==> config.mk <==
export PLATFORM = sky130hd
export DESIGN_NAME = fifo_flag_servicer
export DESIGN_NICKNAME = d
export VERILOG_FILES = /design/src/rtl/fifo_flag_servicer.sv
export SDC_FILE = /design/constraint.sdc
export NUM_CORES = 1
export LEC_CHECK = 0
export CAP_MARGIN = 20
export CELL_PAD_IN_SITES_DETAIL_PLACEMENT = 2
export CELL_PAD_IN_SITES_GLOBAL_PLACEMENT = 2
export CORE_MARGIN = 2
export CORE_UTILIZATION = 31
export DETAILED_ROUTE_END_ITERATION = 16
export PLACE_DENSITY_LB_ADDON = 0.1
export SYNTH_ARGS = -nofsm -noshare
export SYNTH_HDL_FRONTEND = slang
export SYNTH_SLANG_ARGS = --single-unit
==> constraint.sdc <==
create_clock -name clk -period 2 [get_ports clk]
set_input_delay 0.3 -clock clk [delete_from_list [all_inputs] [get_ports clk]]
set_output_delay 0.3 -clock clk [all_outputs]
set_load 0.02 [all_outputs]
==> src/rtl/fifo_flag_servicer.sv <==
// -----------------------------------------------------------------------------
// fifo_flag_servicer
//
// Consumes the sticky FIFO flags wr_overflow / rd_underflow, counts each new
// assertion, and runs a level-held clear handshake back to the flag generator:
// the clear request stays high until the synchronised flag is seen low, or
// until CLR_TIMEOUT+1 cycles elapse, whichever comes first.
//
// Parameters:
//   CNT_WIDTH    width of each saturating event counter
//   SYNC_STAGES  synchroniser depth on each incoming flag (>= 2)
//   CLR_TIMEOUT  last timer value before a clear handshake is abandoned (1..255)
//
// Ports:
//   clk              control clock, rising edge
//   reset_n          asynchronous active-low reset
//   wr_overflow_in   sticky overflow flag (asynchronous)
//   rd_underflow_in  sticky underflow flag (asynchronous)
//   auto_clear       level: clear each flag as soon as it has been counted
//   host_clear       one-cycle pulse: zero counts/error, clear pending flags
//   wr_clear         clear request to the overflow flag logic
//   rd_clear         clear request to the underflow flag logic
//   ovf_count        overflow event count (saturating)
//   unf_count        underflow event count (saturating)
//   ovf_pending      overflow counted, not yet cleared
//   unf_pending      underflow counted, not yet cleared
//   clr_timeout_err  sticky: a clear handshake timed out on either channel
//   irq              (only with FIFO_FLAG_IRQ_EN) one-cycle pulse on any new
//                    detection or any timeout
//
// Optional build macro: FIFO_FLAG_IRQ_EN adds the irq output.
//
// Channel FSM (one instance per flag):
//   state        | meaning
//   -------------+----------------------------------------------------------
//   ST_IDLE      | flag not seen; waiting for the synced flag to rise
//   ST_DETECTED  | event counted, pending=1; waiting for auto/host clear
//   ST_CLEARING  | clear held high, timer running; waiting for flag to drop
// -----------------------------------------------------------------------------
module fifo_flag_servicer #(
  parameter int CNT_WIDTH   = 16,
  parameter int SYNC_STAGES = 2,
  parameter int CLR_TIMEOUT = 15
) (
  input  logic                 clk,
  input  logic                 reset_n,
  input  logic                 wr_overflow_in,
  input  logic                 rd_underflow_in,
  input  logic                 auto_clear,
  input  logic                 host_clear,
  output logic                 wr_clear,
  output logic                 rd_clear,
  output logic [CNT_WIDTH-1:0] ovf_count,
  output logic [CNT_WIDTH-1:0] unf_count,
  output logic                 ovf_pending,
  output logic                 unf_pending,
  output logic                 clr_timeout_err
`ifdef FIFO_FLAG_IRQ_EN
  ,
  output logic                 irq
`endif
);

  typedef enum logic [1:0] {
    ST_IDLE     = 2'd0,
    ST_DETECTED = 2'd1,
    ST_CLEARING = 2'd2
  } state_t;

  localparam logic [CNT_WIDTH-1:0] CNT_ONE = CNT_WIDTH'(1);
  localparam logic [CNT_WIDTH-1:0] CNT_MAX = {CNT_WIDTH{1'b1}};
  localparam logic [7:0]           TO_VAL  = 8'(CLR_TIMEOUT);

  // Channel 0 = overflow / wr_clear, channel 1 = underflow / rd_clear.
  logic [1:0]           w_flag_in;
  logic [1:0]           w_event;
  logic [1:0]           w_timeout;
  logic [1:0]           w_clear;
  logic [1:0]           w_pending;
  logic [CNT_WIDTH-1:0] w_cnt [2];

  assign w_flag_in = {rd_underflow_in, wr_overflow_in};

  for (genvar g = 0; g < 2; g++) begin : g_ch
    logic [SYNC_STAGES-1:0] r_sync;
    logic                   w_s_flag;
    state_t                 r_state;
    state_t                 w_state_nxt;
    logic [7:0]             r_timer;
    logic [CNT_WIDTH-1:0]   r_cnt;
    logic                   w_ev;
    logic                   w_to;
    logic                   w_clr;
    logic                   w_pend;

    always_ff @(posedge clk or negedge reset_n) begin
      if (!reset_n) begin
        r_sync <= '0;
      end else begin
        r_sync <= {r_sync[SYNC_STAGES-2:0], w_flag_in[g]};
      end
    end

    assign w_s_flag = r_sync[SYNC_STAGES-1];

    // State register
    always_ff @(posedge clk or negedge reset_n) begin
      if (!reset_n) begin
        r_state <= ST_IDLE;
      end else begin
        r_state <= w_state_nxt;
      end
    end

    // Next-state logic; event and timeout strobes are decoded here so they
    // line up exactly with the transitions that define them.
    always_comb begin
      w_state_nxt = r_state;
      w_ev        = 1'b0;
      w_to        = 1'b0;
      case (r_state)
        ST_IDLE: begin
          if (w_s_flag) begin
            w_ev        = 1'b1;
            w_state_nxt = ST_DETECTED;
          end
        end
        ST_DETECTED: begin
          if (auto_clear || host_clear) begin
            w_state_nxt = ST_CLEARING;
          end
        end
        ST_CLEARING: begin
          // A dropped flag beats a coincident timeout.
          if (!w_s_flag) begin
            w_state_nxt = ST_IDLE;
          end else if (r_timer == TO_VAL) begin
            w_to        = 1'b1;
            w_state_nxt = ST_DETECTED;
          end
        end
        default: begin
          w_state_nxt = ST_IDLE;
        end
      endcase
    end

    // Output decode
    always_comb begin
      w_clr  = 1'b0;
      w_pend = 1'b0;
      case (r_state)
        ST_DETECTED: begin
          w_pend = 1'b1;
        end
        ST_CLEARING: begin
          w_clr  = 1'b1;
          w_pend = 1'b1;
        end
        default: begin
          w_clr  = 1'b0;
          w_pend = 1'b0;
        end
      endcase
    end

    // Timer is 0 on the first CLEARING cycle; host_clear does not restart it.
    always_ff @(posedge clk or negedge reset_n) begin
      if (!reset_n) begin
        r_timer <= '0;
      end else if ((r_state == ST_CLEARING) && (w_state_nxt == ST_CLEARING)) begin
        r_timer <= r_timer + 8'd1;
      end else begin
        r_timer <= '0;
      end
    end

    // host_clear zeroes the count, but an event in the same cycle survives
    // as a count of one.
    always_ff @(posedge clk or negedge reset_n) begin
      if (!reset_n) begin
        r_cnt <= '0;
      end else if (host_clear) begin
        r_cnt <= w_ev ? CNT_ONE : '0;
      end else if (w_ev && (r_cnt != CNT_MAX)) begin
        r_cnt <= r_cnt + CNT_ONE;
      end
    end

    assign w_event[g]   = w_ev;
    assign w_timeout[g] = w_to;
    assign w_clear[g]   = w_clr;
    assign w_pending[g] = w_pend;
    assign w_cnt[g]     = r_cnt;
  end

  // Shared sticky error; a timeout in the same cycle as host_clear wins.
  logic r_err;

  always_ff @(posedge clk or negedge reset_n) begin
    if (!reset_n) begin
      r_err <= 1'b0;
    end else if (|w_timeout) begin
      r_err <= 1'b1;
    end else if (host_clear) begin
      r_err <= 1'b0;
    end
  end

`ifdef FIFO_FLAG_IRQ_EN
  // Single registered pulse even when both channels fire together.
  logic r_irq;

  always_ff @(posedge clk or negedge reset_n) begin
    if (!reset_n) begin
      r_irq <= 1'b0;
    end else begin
      r_irq <= (|w_event) || (|w_timeout);
    end
  end

  assign irq = r_irq;
`endif

  assign wr_clear        = w_clear[0];
  assign rd_clear        = w_clear[1];
  assign ovf_pending     = w_pending[0];
  assign unf_pending     = w_pending[1];
  assign ovf_count       = w_cnt[0];
  assign unf_count       = w_cnt[1];
  assign clr_timeout_err = r_err;

endmodule

==> reports/metrics.cfg <==
[status]
status=complete, no violations

[placed_design]
io_buffers=42
gp_congestion=0.744
post_dp_cell_area_um2=3850
dpl.hpwl_mm=6.08

[detailed_routing]
postRouteWirelength_mm=8.79
drt_iter0_drc=53
via_count=2781
via_per_inst=5.26
ant_nets=0
avgRoutedWirePerCell_um=16.6
drc_errors=0
drt-pass1-iter-count=4

[setup_path]
worstSetupStartpoint=ovf_count[0]
cp.required_ns=2.27
cp_data_arrival_time_ns=2.18
rr_startpoint=ovf_count[0]
cp_max_fo=5
worstSetupPathType=flop to flop
slowest_delay_ns=0.43
crit_chain=ha_1 -> nand4_1 -> or3b_4 -> or4_1 -> a21oi_2
rr_endpoint=ovf_count[15]
cp-end-kind=flop
cp-start-kind=flop
reg2reg_depth=5
cpMaxStageDelayCell=or4_1
r2r_slack_ns=0.09

[layout]
nets=409
fin_area_um2=4180
multi_input_area_um2=1610
drive_above_1_share_pct=16.9
final_util_pct=43.2
nFillCells=1035
syn_to_final_growth_pct=36.0
antenna_cells=0
layout.area.seq_um2=1430

[floorplan]
die_h_um=104
initial_core_util_pct=31.8
design.portCount=43
dieArea_um2=10700
rows=36
core-area_um2=9680
die_w_um=104

[cts]
cts_tree=done
clk_latency_ns=0.34
htree_levels=3
clockBufferDepth=2
cts_buffers=9
cts-root-buf=clkbuf_8
clk_pin_slew_worst_paths_ns=0.07
clock_sinks=57

[sta]
setup_viol=0
skew_ns=0.0120
tightest_slew_ns=0.598
hold_viol_final=0
fin_tns_setup_ns=0
max_freq_ghz=0.524
hold-worst-slack_ns=0.353
slew_headroom_pct=60.1
slew_violations=0
period_minus_slack_ns=1.91
fin_crit_sh_pct=95.5

[synthesis]
syn_area_um2=3080
yosys.area.top_type_share_pct=46.4
post-synth-top-count-cell=dfrtp_1
ys_seq_area_share_pct=46.4
synth_cell_types=44
synth_commonest_cells=dfrtp_1 (57), a21oi_1 (26), nand2_1 (21)
syn-num-nets=335
synth_top_cell_by_area=dfrtp_1
synth_area_leaders=dfrtp_1 (46%), ha_1 (4.9%), a21oi_1 (4.2%)
synth_edf_count=0
synth_warnings=0
synth-seq-cells=57
syn_area_per_cell_um2=9.70
syn-instance-count=317
async_flop_share_pct=100
synth_ff_type=dfrtp_1

[power]
p_per_area_nw_per_um2=905
p_leak_uw=0.00168
power.total_uw=3780
peakVddDrop_mv=0.713

[grt]
grt_remaining_overflow=0
grt_pass1_vias=2990
grt_antenna_before_repair=0
grtUsageTotal_pct=16.9
grt_max_degree=43
grt_pass1_wl_mm=14.7

[job]
maxCapViolCount=0

[worst_hold_path]
hold_path.startpoint=g_ch[1].r_sync[0]
hp-class=flop to flop
min_to=g_ch[1].r_sync[1]
min_path_cells=0

## state kept, by name, summed over array words and instances (netlist names)
register,cells
unf_count,16
ovf_count,16
g_ch.r_timer,16
g_ch.r_sync,4
g_ch.r_state,4
clr_timeout_err,1
## power breakdown
part / leakage [µW] / switching [µW] / internal [µW] / total [µW]
combinational: 0.000779 / 644 / 494 / 1140
clock: 0.000120 / 490 / 860 / 1350
sequential: 0.000778 / 66.7 / 1230 / 1300
total: 0.00168 / 1200 / 2580 / 3780
## placed cells by master (no fill, tap or decap), drive strengths merged, types with 9 or more instances in the layout
master	netlist	routed
dfrtp	57	57
clkdlybuf4s50	0	37
buf	3	33
a21oi	26	26
nand2	22	22
nor3	20	20
nand3	16	16
inv	14	14
nor2	13	13
ha	12	12
o31ai	12	12
or4	11	11
clkbuf	9	11
o21ai	11	11
nand4	9	9
or3	9	9
## what timing repair did
item                                   4_1_cts  5_1_grt
setup endpoints to repair                   12       21
setup buffers                                0        3
gates resized for setup                      7       12
endpoints found under the hold margin       20        0
hold buffers                                 1        0
## how the worst max path moves through the flow
stage	cells past startpoint	endpoint
after floorplan	7	ovf_count[9]
after global placement	6	unf_count[15]
after detailed placement	6	ovf_count[15]
after CTS	6	ovf_count[9]
after global routing	7	g_ch[0].r_timer[5]
final	5	ovf_count[15]
## metrics by stage
stage / setup slack [ns] / std cells
floorplan: 0.0228 / 317
global placement: 0.0548 / 509
detailed placement: -0.0628 / 509
CTS: 0.000458 / 526
global route: -0.00332 / 529
finish: 0.0901 / 529
## routing by layer
metal	GRT usage, %	wire, µm
met1	20.5	3910
met2	30.2	4530
met3	4.28	267
met4	3.76	83
met5	0	0
## cell families after synthesis
logic type               share of synthesized area (%)
buffers and inverters                             3.38
flip-flops                                        46.4
XOR/XNOR                                          3.42
multiplexers                                      2.85
adder cells (fa/ha/maj)                           4.88
AO/OA/AOI/OAI                                     13.2
AND/OR/NAND/NOR                                   25.9
## layout make-up
cell class | instances | area share, %
clock buffers | 11 | 3.38
repair buffers | 75 | 16.4
flip-flops and latches | 57 | 34.1
multi-input cells | 234 | 38.4
well taps | 133 | 3.98
inverters | 14 | 1.26
clock inverters | 5 | 2.45
## worst max-delay path, delay by kind of cell, from the launching register on
kind | cells | cell delay [ns]
flip-flops | 1 | 0.42
adder cells (fa/ha/maj) | 1 | 0.25
AND/OR/NAND/NOR | 3 | 1.01
AO/OA/AOI/OAI | 1 | 0.15
Note: power is estimated with default switching activity, not from simulation.
